`src/rtl/memory_unload.sv`:
```
// Parallel-to-serial unloader: captures a K-word array in one cycle and streams
// the words out on a valid/ready interface, word 0 first. All state moves on negedge clk.
module memory_unload #(
  parameter int N = 23,
  parameter int M = 8,
  parameter int L = N + M + 1,
  parameter int K = 16
) (
  input  logic                   clk,
  input  logic                   reset_unload,
  input  logic                   start_unload,
  input  logic [L*K-1:0]         Arr_in,
  input  logic                   ready_out,
  output logic [L-1:0]           out,
  output logic                   valid_out,
  output logic                   busy,
  output logic                   done,
  output logic [$clog2(K)-1:0]   index
);

  localparam int IW = $clog2(K);
  localparam logic [IW-1:0] LAST = IW'(K - 1);

  // Handshake: a word moves on a negedge where valid_out=1 and ready_out=1;
  // while ready_out=0, out/index/valid_out hold so nothing is dropped or repeated.
  typedef enum logic [1:0] {IDLE, SEND, FINISH} state_t;

  state_t          state, state_n;
  logic [L-1:0]    shadow [K];
  logic [L-1:0]    out_n;
  logic [IW-1:0]   index_n;
  logic [IW-1:0]   index_inc;
  logic            valid_n, busy_n, done_n, load;

  assign index_inc = index + 1'b1;

  always_comb begin
    state_n = state;
    out_n   = out;
    index_n = index;
    valid_n = valid_out;
    busy_n  = busy;
    done_n  = 1'b0;
    load    = 1'b0;
    case (state)
      IDLE: begin
        out_n   = '0;
        index_n = '0;
        valid_n = 1'b0;
        busy_n  = 1'b0;
        if (start_unload) begin
          load    = 1'b1;
          out_n   = Arr_in[L-1:0];
          valid_n = 1'b1;
          busy_n  = 1'b1;
          state_n = SEND;
        end
      end
      SEND: begin
        if (ready_out) begin
          if (index == LAST) begin
            // Last word accepted: out returns to 0 alongside valid_out.
            out_n   = '0;
            index_n = '0;
            valid_n = 1'b0;
            busy_n  = 1'b0;
            done_n  = 1'b1;
            state_n = FINISH;
          end else begin
            index_n = index_inc;
            out_n   = shadow[index_inc];
          end
        end
      end
      FINISH: begin
        out_n   = '0;
        index_n = '0;
        valid_n = 1'b0;
        busy_n  = 1'b0;
        state_n = IDLE;
      end
      default: state_n = IDLE;
    endcase
  end

  always_ff @(negedge clk) begin
    if (!reset_unload) begin
      state     <= IDLE;
      out       <= '0;
      index     <= '0;
      valid_out <= 1'b0;
      busy      <= 1'b0;
      done      <= 1'b0;
    end else begin
      state     <= state_n;
      out       <= out_n;
      index     <= index_n;
      valid_out <= valid_n;
      busy      <= busy_n;
      done      <= done_n;
    end
  end

  // Shadow copy decouples the stream from later changes on Arr_in.
  always_ff @(negedge clk) begin
    if (!reset_unload) begin
      for (int i = 0; i < K; i++) shadow[i] <= '0;
    end else if (load) begin
      for (int i = 0; i < K; i++) shadow[i] <= Arr_in[i*L +: L];
    end
  end

endmodule

```
`config.mk`:
```
export PLATFORM = sky130hd
export DESIGN_NAME = memory_unload
export DESIGN_NICKNAME = d
export VERILOG_FILES = /design/src/rtl/memory_unload.sv
export SDC_FILE = /design/constraint.sdc
export NUM_CORES = 1
export LEC_CHECK = 0
export ABC_AREA = 0
export ABC_CLOCK_PERIOD_IN_PS = 42500
export BUFFER_PORTS_ARGS = -buffer_cell sky130_fd_sc_hd__clkbuf_2
export CAP_MARGIN = 20
export CORE_UTILIZATION = 35
export CTS_CLUSTER_SIZE = 24
export DETAILED_ROUTE_END_ITERATION = 8
export GPL_TIMING_DRIVEN = 0
export MAX_ROUTING_LAYER = met4
export PLACE_DENSITY = 0.55
export SYNTH_ARGS = -nofsm -noshare
export SYNTH_HDL_FRONTEND = slang
export SYNTH_SLANG_ARGS = --single-unit
```
`constraint.sdc`:
```
create_clock -name clk -period 42.5 [get_ports clk]
set_input_delay 4.25 -clock clk [delete_from_list [all_inputs] [get_ports clk]]
set_output_delay 4.25 -clock clk [all_outputs]
set_load 0.03 [all_outputs]
```
==> results of run 1 <==
## metrics by stage
| step | util (%) | setup TNS, ns | cells | total power [W] |
|---|---|---|---|---|
| finish | 47.57 | 0 | 3753 | 0.001687 |
| global route | 47.55 | 0 | 3748 | 0.001791 |
| CTS | 47.50 | 0 | 3733 | 0.001716 |
| detailed placement | 41.32 | 0 | 3062 | 0.0009764 |
| global placement | 40.99 | -422.93 | 3054 | 0.001008 |
| floorplan | - | 0 | 1561 | 0.0009111 |
## state kept, by name (all words and copies together) (netlist names)
register,count
state,2
done,1
index,4
out,32
busy,1
shadow,512
## layer usage
metal,track usage [%],vias up
met2,38.85,634
met5,-,-
met3,8.531,95
met1,26.37,8886
met4,11.52,0
li1,-,8207
## power by group through the flow
stage	Sequential (W)	Combinational, W	Clock (W)
after floorplan	0.000734	0.0000998	0.0000770
after global placement	0.000743	0.000188	0.0000770
after detailed placement	0.000703	0.000196	0.0000770
after CTS	0.000697	0.000197	0.000821
after global routing	0.000702	0.000209	0.000881
final	0.000697	0.000195	0.000795
## cells in the final DEF (no fill, tap or decap), types with 6 or more instances in the layout
master,synthesis,final
and2_1,512,512
clkbuf_2,0,553
inv_1,5,570
inv_4,0,6
a221oi_2,21,21
dfxtp_1,40,40
mux2i_1,32,32
mux4_2,128,128
nor2b_1,6,6
clkbuf_16,0,69
edfxtp_1,512,512
diode_2,0,20
bufinv_16,0,10
or2_2,30,30
buf_4,9,9
buf_16,0,8
o21ai_0,38,38
clkinvlp_2,0,15
buf_2,18,18
clkbuf_1,86,86
mux2_2,32,32
a221oi_1,11,11
nor2_1,6,6
a21oi_1,34,34
## path summary, 6_finish.rpt
kind	to	slack [ns]	startpoint
hold reg to reg	out[0]	0.54	out[0]
setup reg to reg	out[22]	39.39	index[1]
setup / recovery	shadow[4][13]	14.85	reset_unload
hold / removal	out[0]	0.54	out[0]
## layout make-up
| class | count | share of cell area [%] |
|---|---|---|
| flip-flops and latches | 552 | 48.56 |
| multi-input cells | 884 | 24.13 |
| repair buffers | 561 | 8.970 |
| clock inverters | 603 | 7.820 |
| clock buffers | 69 | 5.183 |
| well taps | 940 | 3.531 |
| plain buffers | 120 | 1.611 |
| diodes | 20 | 0.1502 |
| inverters | 4 | 0.04507 |
## tightest hold or removal path: cells and delay by family (launching register included)
kind	cells	cell delay [ns]
AOI/OAI and AO/OA	2	0.20
DFF	1	0.31
## kinds of logic (layout without fill, tap and decap cells)
kind of cell | Yosys count | after routing | synth area share, %
simple gates | 574 | 574 | 14.37
flops | 552 | 552 | 65.33
mux | 192 | 192 | 14.39
buf+inv | 125 | 1357 | 2.244
compound gates | 111 | 111 | 3.350
fa+ha+maj | 5 | 5 | 0.2527
xor+xnor | 2 | 2 | 0.07076
other cells | 0 | 20 | 0
==> flow_summary_export.csv, run 1 <==
group,metric,value,unit
synth,synth_edf_count,512,
routing,avgViaCountPerCell,4.749,
clock_network,cts_buffer_depth,3,
critical_path,path_buf_inv,4,
outcome,outcome,"complete, no violations",
routing,antenna_left,0,
critical_path,worst_ep_arrival_time,6.74,ns
floorplanning,floorplan.initialDensity,35.36,%
routing,drc,0,
synth,synth_area_leaders,"edfxtp_1 (62%), and2_1 (13%), mux4_2 (12%)",
final_layout,multi_input_area,8038,µm²
sta,final-setup-viol-count,0,
sta,fin_ws,14.85,ns
clock_network,cts_tree,"built",
placed_design,routabilityCongestion,0.8499,
grt,antenna_found_initial,19,
critical_path,cp.depth,5,
synth,syn_nets,2082,
critical_path,cp_max_fo,74,
routing,wl_met3,5880,µm
floorplanning,die_w,268.0,µm
critical_path,cp_slowest_stage_delay,0.64,ns
final_layout,fillers,6517,
grt,grt_usage,24.03,%
sta,holdWs,0.5423,ns
placed_design,place_hpwl,61740,µm
grt,grt_max_degree,75,
routing,routed_wl,84560,µm
synth,synth_top_cell_by_area,"edfxtp_1",
synth,yosysSeqAreaShare,65.33,%
critical_path,cpMaxStageDelayCell,"nand2_4",
critical_path,critPathLaunchType,"input port",
final_layout,area_growth,34.53,%
clock_network,ctsResizeCount,0,
synth,avgSynthCellArea,15.86,µm²
critical_path,critical_path.cell_chain,"clkbuf_1, clkbuf_1, nand2_4, buf_16, buf_16",
power_and_ir_drop,power_frac_seq,41.3,%
routing,vias,17822,
routing,m1WireLength,33490,µm
synth,netlist_area,24760,µm²
floorplanning,dieArea,71810,µm²
synth,async_flop_share,0,%
critical_path,critical-path-top-delay-family,"buffers and inverters",
synth,synth_ff_type,"edfxtp_1",
routing,routedWlPerCell,22.53,µm
power_and_ir_drop,peakVddDrop,0.00002530,V
sta,maxSlewHeadroom,33.86,%
min_path,hold_class,"register to register",
run,max-cap-violations,0,
clock_network,clk_transition_reported_paths,0.03,ns
sta,rsz0062_at_grt,"no",
floorplanning,ios,555,
floorplanning,die_h,268.0,µm
critical_path,worstPathRequired,21.60,ns
placed_design,place_area,28930,µm²
critical_path,r2r_cells,7,
clock_network,cts_sinks,552,
synth,synth_cell_types,37,
final_layout,seqCellArea,16180,µm²
clock_network,post_cts_buffers,0,
critical_path,cp-end-kind,"register",
synth,yosys-top-cells-count,"and2_1 (512), edfxtp_1 (512), mux4_2 (128)",
min_path,hold_depth,2,
power_and_ir_drop,p_int,0.001187,W
floorplanning,core-area,70030,µm²
sta,final-hold-violation-count,0,
clock_network,cts_htree_levels,3,
routing,drt_iter0_drc,1095,
clock_network,cts_root_buf,"clkbuf_16",
floorplanning,num_rows,97,
routing,routed.top_layer,"met4",
power_and_ir_drop,p_per_area,50.63,nW/µm²
final_layout,drive_gt1_share,32.58,%
synth,netlist_instances,1561,
power_and_ir_drop,comb_power_share,11.6,%
final_layout,final_area,33310,µm²
grt,grt_pass1_vias,19980,
clock_network,clk_latency,0.65,ns
routing,wl_met2,43660,µm
power_and_ir_drop,switchingPower,0.0004998,W
synth,synth_top_area_share,62.09,%
routing,drt_pre_antenna_iters,5,
sta,drv_slew,0,
power_and_ir_drop,power.share.clock,47.1,%
final_layout,nets,3263,
grt,grt_pass1_wl,118400,µm
grt,gr-total-overflow,0,
sta,tightestPinTransition,0.9921,ns
critical_path,worstSetupPathType,"input port to register",
clock_network,cts_hold_buf,0,
placed_design,pre_cts_ws,14.17,ns
power_and_ir_drop,p_leak,15.52,nW
power_and_ir_drop,swShare,29.64,%
synth,yosys_register_bits,552,
clock_network,cts-buffers-inserted,67,
synth,ys_warn_count,0,
sta,clock_skew,0.03464,ns
placed_design,port_buffers,553,
No activity file was read; power rests on OpenSTA's default activity.
==> run 2, diff against run 1 <==
- ABC_CLOCK_PERIOD_IN_PS: 42500 -> 25700
- clock period: 42.5 -> 25.7 ns (I/O delays scaled with it)
==> run 2 against run 1 <==
Effect of this change:
- final cell count decreased by 0.40%
- worst hold slack lost 0.0071 ns
- critical path depth did not move
- sequential power grew 65%
- largest cell class unchanged
==> flow_summary_export.csv, run 2 (same netlist as run 1, synthesis figures left out) <==
group,metric,value,unit
critical_path,cp-end-kind,"register",
placed_design,pre_cts_ws,7.353,ns
power_and_ir_drop,switchingPower,0.0008282,W
power_and_ir_drop,power_frac_seq,41.6,%
routing,vias,17830,
routing,drt_iter0_drc,1215,
final_layout,area_growth,33.90,%
floorplanning,core-area,70030,µm²
clock_network,cts_htree_levels,3,
min_path,hold_class,"register to register",
power_and_ir_drop,power,0.002770,W
floorplanning,dieArea,71810,µm²
clock_network,ctsResizeCount,0,
floorplanning,ios,555,
power_and_ir_drop,p_per_area,83.56,nW/µm²
power_and_ir_drop,power.share.clock,46.9,%
clock_network,cts_hold_buf,0,
power_and_ir_drop,swShare,29.89,%
floorplanning,num_rows,97,
grt,grt_pass1_vias,20137,
clock_network,cts_root_buf,"clkbuf_16",
routing,routed_wl,84700,µm
final_layout,layout_commonest_cell,"inv_1",
critical_path,worstPathRequired,13.05,ns
final_layout,largest_reg_flops,512,
final_layout,drive_gt1_share,32.52,%
grt,gr-total-overflow,0,
run,max-cap-violations,0,
power_and_ir_drop,comb_power_share,11.5,%
power_and_ir_drop,peakVddDrop,0.00003774,V
placed_design,place_area,28830,µm²
final_layout,multi_input_area,8046,µm²
sta,clock_skew,0.02851,ns
routing,drc,0,
sta,final-setup-viol-count,0,
critical_path,worstSetupPathType,"input port to register",
final_layout,fillers,6466,
outcome,outcome,"complete, no violations",
sta,tightestPinTransition,1.015,ns
final_layout,reg_top3,"shadow x512, out x32, index x4",
final_layout,seqCellArea,16180,µm²
power_and_ir_drop,p_int,0.001942,W
clock_network,cts_sinks,552,
clock_network,clk_transition_reported_paths,0.03,ns
placed_design,routabilityCongestion,0.8525,
floorplanning,die_w,268.0,µm
sta,final-hold-violation-count,0,
sta,maxSlewHeadroom,32.34,%
grt,grt_max_degree,128,
clock_network,post_cts_buffers,0,
clock_network,cts_buffer_depth,3,
clock_network,cts-buffers-inserted,68,
floorplanning,die_h,268.0,µm
final_layout,nets,3260,
critical_path,worst_ep_arrival_time,5.20,ns
final_layout,top_register,"shadow",
routing,routedWlPerCell,22.66,µm
routing,antenna_left,0,
clock_network,cts_tree,"built",
grt,grt_pass1_wl,118400,µm
critical_path,critPathLaunchType,"input port",
sta,rsz0062_at_grt,"no",
final_layout,final_cell_mix,"inv_1 (567), clkbuf_2 (553), and2_1 (512), edfxtp_1 (512), mux4_2 (128)",
final_layout,final_area,33160,µm²
critical_path,cp_max_fo,127,
placed_design,port_buffers,553,
routing,drt_pre_antenna_iters,5,
placed_design,place_hpwl,61610,µm
floorplanning,floorplan.initialDensity,35.36,%
grt,grt_usage,23.96,%
grt,antenna_found_initial,13,
power_and_ir_drop,p_leak,15.43,nW
routing,avgViaCountPerCell,4.770,
sta,fin_ws,7.855,ns
clock_network,clk_latency,0.65,ns
sta,drv_slew,0,
run 2: cell count changes in the layout (fill, tap and decap cells not counted), sizes merged:
cell	change
bufinv	-3
clkbuf	+2
inv	-5
clkinvlp	+1
clkinv	+2
buf	-4
diode	-8
run 2: layer usage:
metal | up-vias | track usage, % | routed length [µm]
li1 | 8174 | - | -
met1 | 8850 | 26.83 | 33960
met2 | 687 | 38.50 | 42980
met3 | 119 | 8.146 | 6119
met4 | 0 | 11.26 | 1642
met5 | - | - | 0
run 2: power groups by stage:
stage	Combinational, W	Sequential (W)	Clock (W)
2_1_floorplan	0.000165	0.00119	0.000127
3_3_place_gp	0.000312	0.00120	0.000127
3_5_place_dp	0.000321	0.00116	0.000127
4_1_cts	0.000323	0.00115	0.00135
5_1_grt	0.000342	0.00116	0.00144
6_report	0.000318	0.00115	0.00130
run 2: area by class of cell:
| cell class | instances | share of cell area [%] |
|---|---|---|
| diodes | 12 | 0.09057 |
| clock inverters | 598 | 7.604 |
| clock buffers | 71 | 5.359 |
| flip-flops and latches | 552 | 48.79 |
| repair buffers | 557 | 8.680 |
| inverters | 4 | 0.04528 |
| plain buffers | 120 | 1.619 |
| well taps | 940 | 3.547 |
| multi-input cells | 884 | 24.27 |
run 2: critical path: stages:
cell and delay, ns:
clkbuf_1 0.35, clkbuf_1 0.72, nand2_8 0.53, buf_16 0.39, buf_16 0.34
run 2: metrics by stage:
stage	util, %	hold slack (ns)	instances	TNS, ns
after global routing	47.33	0.5566	3734	0
after floorplan	-	0.4958	1561	0
after global placement	40.99	0.5237	3054	-122.03
final	47.35	0.5353	3738	0
after CTS	47.30	0.5392	3726	0
after detailed placement	41.17	0.5280	3058	0
run 2: final timing paths:
path	slack, ns	startpoint	endpoint	cells past startpoint
hold reg to reg	0.54	out[17]	out[17]	2
setup reg to reg	22.60	index[1]	out[12]	7
hold / removal	0.54	out[17]	out[17]	2
setup / recovery	7.85	reset_unload	shadow[7][28]	5
==> run 3, diff against run 2 <==
- ABC_CLOCK_PERIOD_IN_PS: 25700 -> 17500
- clock period: 25.7 -> 17.5 ns (I/O delays scaled with it)
==> run 3 against run 2 <==
Effect of this change:
- power rose by 47%
- core utilization barely moved
- routed wire length fell by 0.13%
- count of clock-buffer cells in the layout did not move
- critical path depth rose by 1
- first-iteration DRC count fell by 2.6%
- global-route usage rose by 0.080 points
- sequential share of layout area barely moved
- combinational power rose by 46%
- sequential cell count did not move
- register-to-register slack got worse by 8.5 ns
- setup slack got worse by 3.6 ns
- critical path type unchanged
- highest routed layer unchanged
==> flow_summary_export.csv, run 3 (same netlist as run 1, synthesis figures left out) <==
group,metric,value,unit
critical_path,critPathLaunchType,"input port",
clock_network,cts_root_buf,"clkbuf_16",
critical_path,rrSetupSlack,14.08,ns
power_and_ir_drop,comb_power_share,11.5,%
routing,vias,17893,
sta,maxSlewHeadroom,31.94,%
grt,grt_pass1_wl,119100,µm
power_and_ir_drop,p_leak,15.46,nW
sta,final-hold-violation-count,0,
clock_network,ctsResizeCount,0,
final_layout,drive_gt1_share,32.24,%
critical_path,cpMaxStageDelayCell,"clkbuf_1",
floorplanning,die_w,268.0,µm
floorplanning,core-area,70030,µm²
final_layout,fillers,6534,
power_and_ir_drop,switchingPower,0.001214,W
final_layout,nets,3260,
critical_path,critical_path.cell_chain,"clkbuf_1, clkbuf_1, nand2_8, buf_16, buf_16, buf_16",
min_path,hold_class,"register to register",
placed_design,place_hpwl,61130,µm
sta,tightestPinTransition,1.021,ns
clock_network,cts_htree_levels,3,
sta,clock_skew,0.02620,ns
routing,drt_iter0_drc,1183,
floorplanning,ios,555,
routing,antenna_left,0,
power_and_ir_drop,power.share.clock,46.9,%
sta,final-setup-viol-count,0,
power_and_ir_drop,swShare,29.88,%
power_and_ir_drop,p_int,0.002850,W
final_layout,final_cell_mix,"inv_1 (574), clkbuf_2 (553), and2_1 (512), edfxtp_1 (512), mux4_2 (128)",
power_and_ir_drop,peakVddDrop,0.00008375,V
final_layout,largest_reg_flops,512,
critical_path,critical-path-top-delay-family,"buffers and inverters",
final_layout,top_register,"shadow",
routing,drc,0,
sta,rsz0062_at_grt,"no",
clock_network,clk_latency,0.65,ns
power_and_ir_drop,power_frac_seq,41.7,%
outcome,outcome,"complete, no violations",
min_path,whs_endpoint,"out[17]",
placed_design,pre_cts_ws,3.534,ns
critical_path,worstSetupPathType,"input port to register",
min_path,hold_depth,2,
power_and_ir_drop,p_per_area,122.6,nW/µm²
placed_design,port_buffers,553,
sta,fin_ws,4.271,ns
final_layout,area_growth,33.86,%
routing,avgViaCountPerCell,4.784,
clock_network,cts_hold_buf,0,
critical_path,path_buf_inv,5,
critical_path,cp_max_fo,124,
final_layout,layout_commonest_cell,"inv_1",
floorplanning,dieArea,71810,µm²
clock_network,cts-buffers-inserted,68,
critical_path,worst_ep_arrival_time,4.77,ns
grt,grt_max_degree,125,
grt,antenna_found_initial,14,
critical_path,reg2reg_from,"state[0]",
final_layout,reg_top3,"shadow x512, out x32, index x4",
routing,routed_wl,84600,µm
grt,gr-total-overflow,0,
clock_network,cts_tree,"built",
critical_path,crit_top_cell,"buf_16",
clock_network,cts_sinks,552,
placed_design,routabilityCongestion,0.8509,
critical_path,worstPathRequired,9.04,ns
clock_network,post_cts_buffers,0,
routing,drt_pre_antenna_iters,7,
grt,grt_pass1_vias,20181,
sta,drv_slew,0,
grt,grt_usage,24.04,%
critical_path,cp-end-kind,"register",
critical_path,r2r-end,"shadow[14][14]",
critical_path,r2r_cells,7,
clock_network,cts_buffer_depth,3,
min_path,hold_start,"out[17]",
floorplanning,die_h,268.0,µm
critical_path,cp_slowest_stage_delay,0.71,ns
routing,routedWlPerCell,22.62,µm
run,max-cap-violations,0,
sta,tns,0,ns
floorplanning,floorplan.initialDensity,35.36,%
clock_network,clk_transition_reported_paths,0.03,ns
floorplanning,num_rows,97,
## run 3: layout make-up
class | count | area (µm²) | share of cell area [%]
antenna | 15 | 37.54 | 0.1133
buffer | 120 | 536.8 | 1.619
clock buffer | 71 | 1777 | 5.360
clock inverter | 597 | 2502 | 7.550
inverter | 4 | 15.01 | 0.04530
multi-input combinational | 884 | 8046 | 24.28
sequential | 552 | 16180 | 48.80
tap | 940 | 1176 | 3.549
timing repair buffer | 557 | 2878 | 8.683
## run 3: power groups by stage
| stage | clock [W] | combinational (W) | sequential (W) |
|---|---|---|---|
| after floorplan | 0.000187 | 0.000243 | 0.00173 |
| after global placement | 0.000187 | 0.000459 | 0.00173 |
| after detailed placement | 0.000187 | 0.000472 | 0.00171 |
| after CTS | 0.00197 | 0.000474 | 0.00169 |
| after global routing | 0.00211 | 0.000502 | 0.00170 |
| final | 0.00191 | 0.000465 | 0.00169 |
## run 3: stage by stage
stage	power [W]	utilization, %	hold WS [ns]	instances	area, µm²
after floorplan	0.002161	-	0.4958	1561	24770
after global placement	0.002376	41.00	0.5177	3054	28710
after detailed placement	0.002367	41.17	0.5327	3058	28830
after CTS	0.004139	47.28	0.5464	3725	33110
after global routing	0.004318	47.32	0.5727	3738	33140
final	0.004065	47.33	0.5455	3740	33140
## run 3: worst max path at each step
stage	start	end	slack, ns	depth (start not counted)
after CTS	reset_unload	shadow[14][14]	4.19	6
after detailed placement	reset_unload	shadow[12][14]	3.53	6
after global routing	reset_unload	shadow[12][14]	4.01	6
final	reset_unload	shadow[14][14]	4.27	6
after floorplan	reset_unload	shadow[0][0]	2.67	3
after global placement	reset_unload	shadow[14][14]	0.46	3
## run 3: per-layer routing
layer	GRT usage (%)	wire length, µm	vias to the layer above
met5	-	0	-
met4	11.78	1760	0
met3	7.945	5935	122
met2	38.22	42780	692
met1	27.23	34120	8898
li1	-	-	8181
## run 3: worst register-to-register path, cell delays in order, from the launching register on
cell	delay (ns)
dfxtp_1	0.33
inv_1	0.11
ha_1	0.31
nand2_1	0.19
nand2_8	0.48
buf_16	0.45
buf_16	0.49
buf_16	0.59
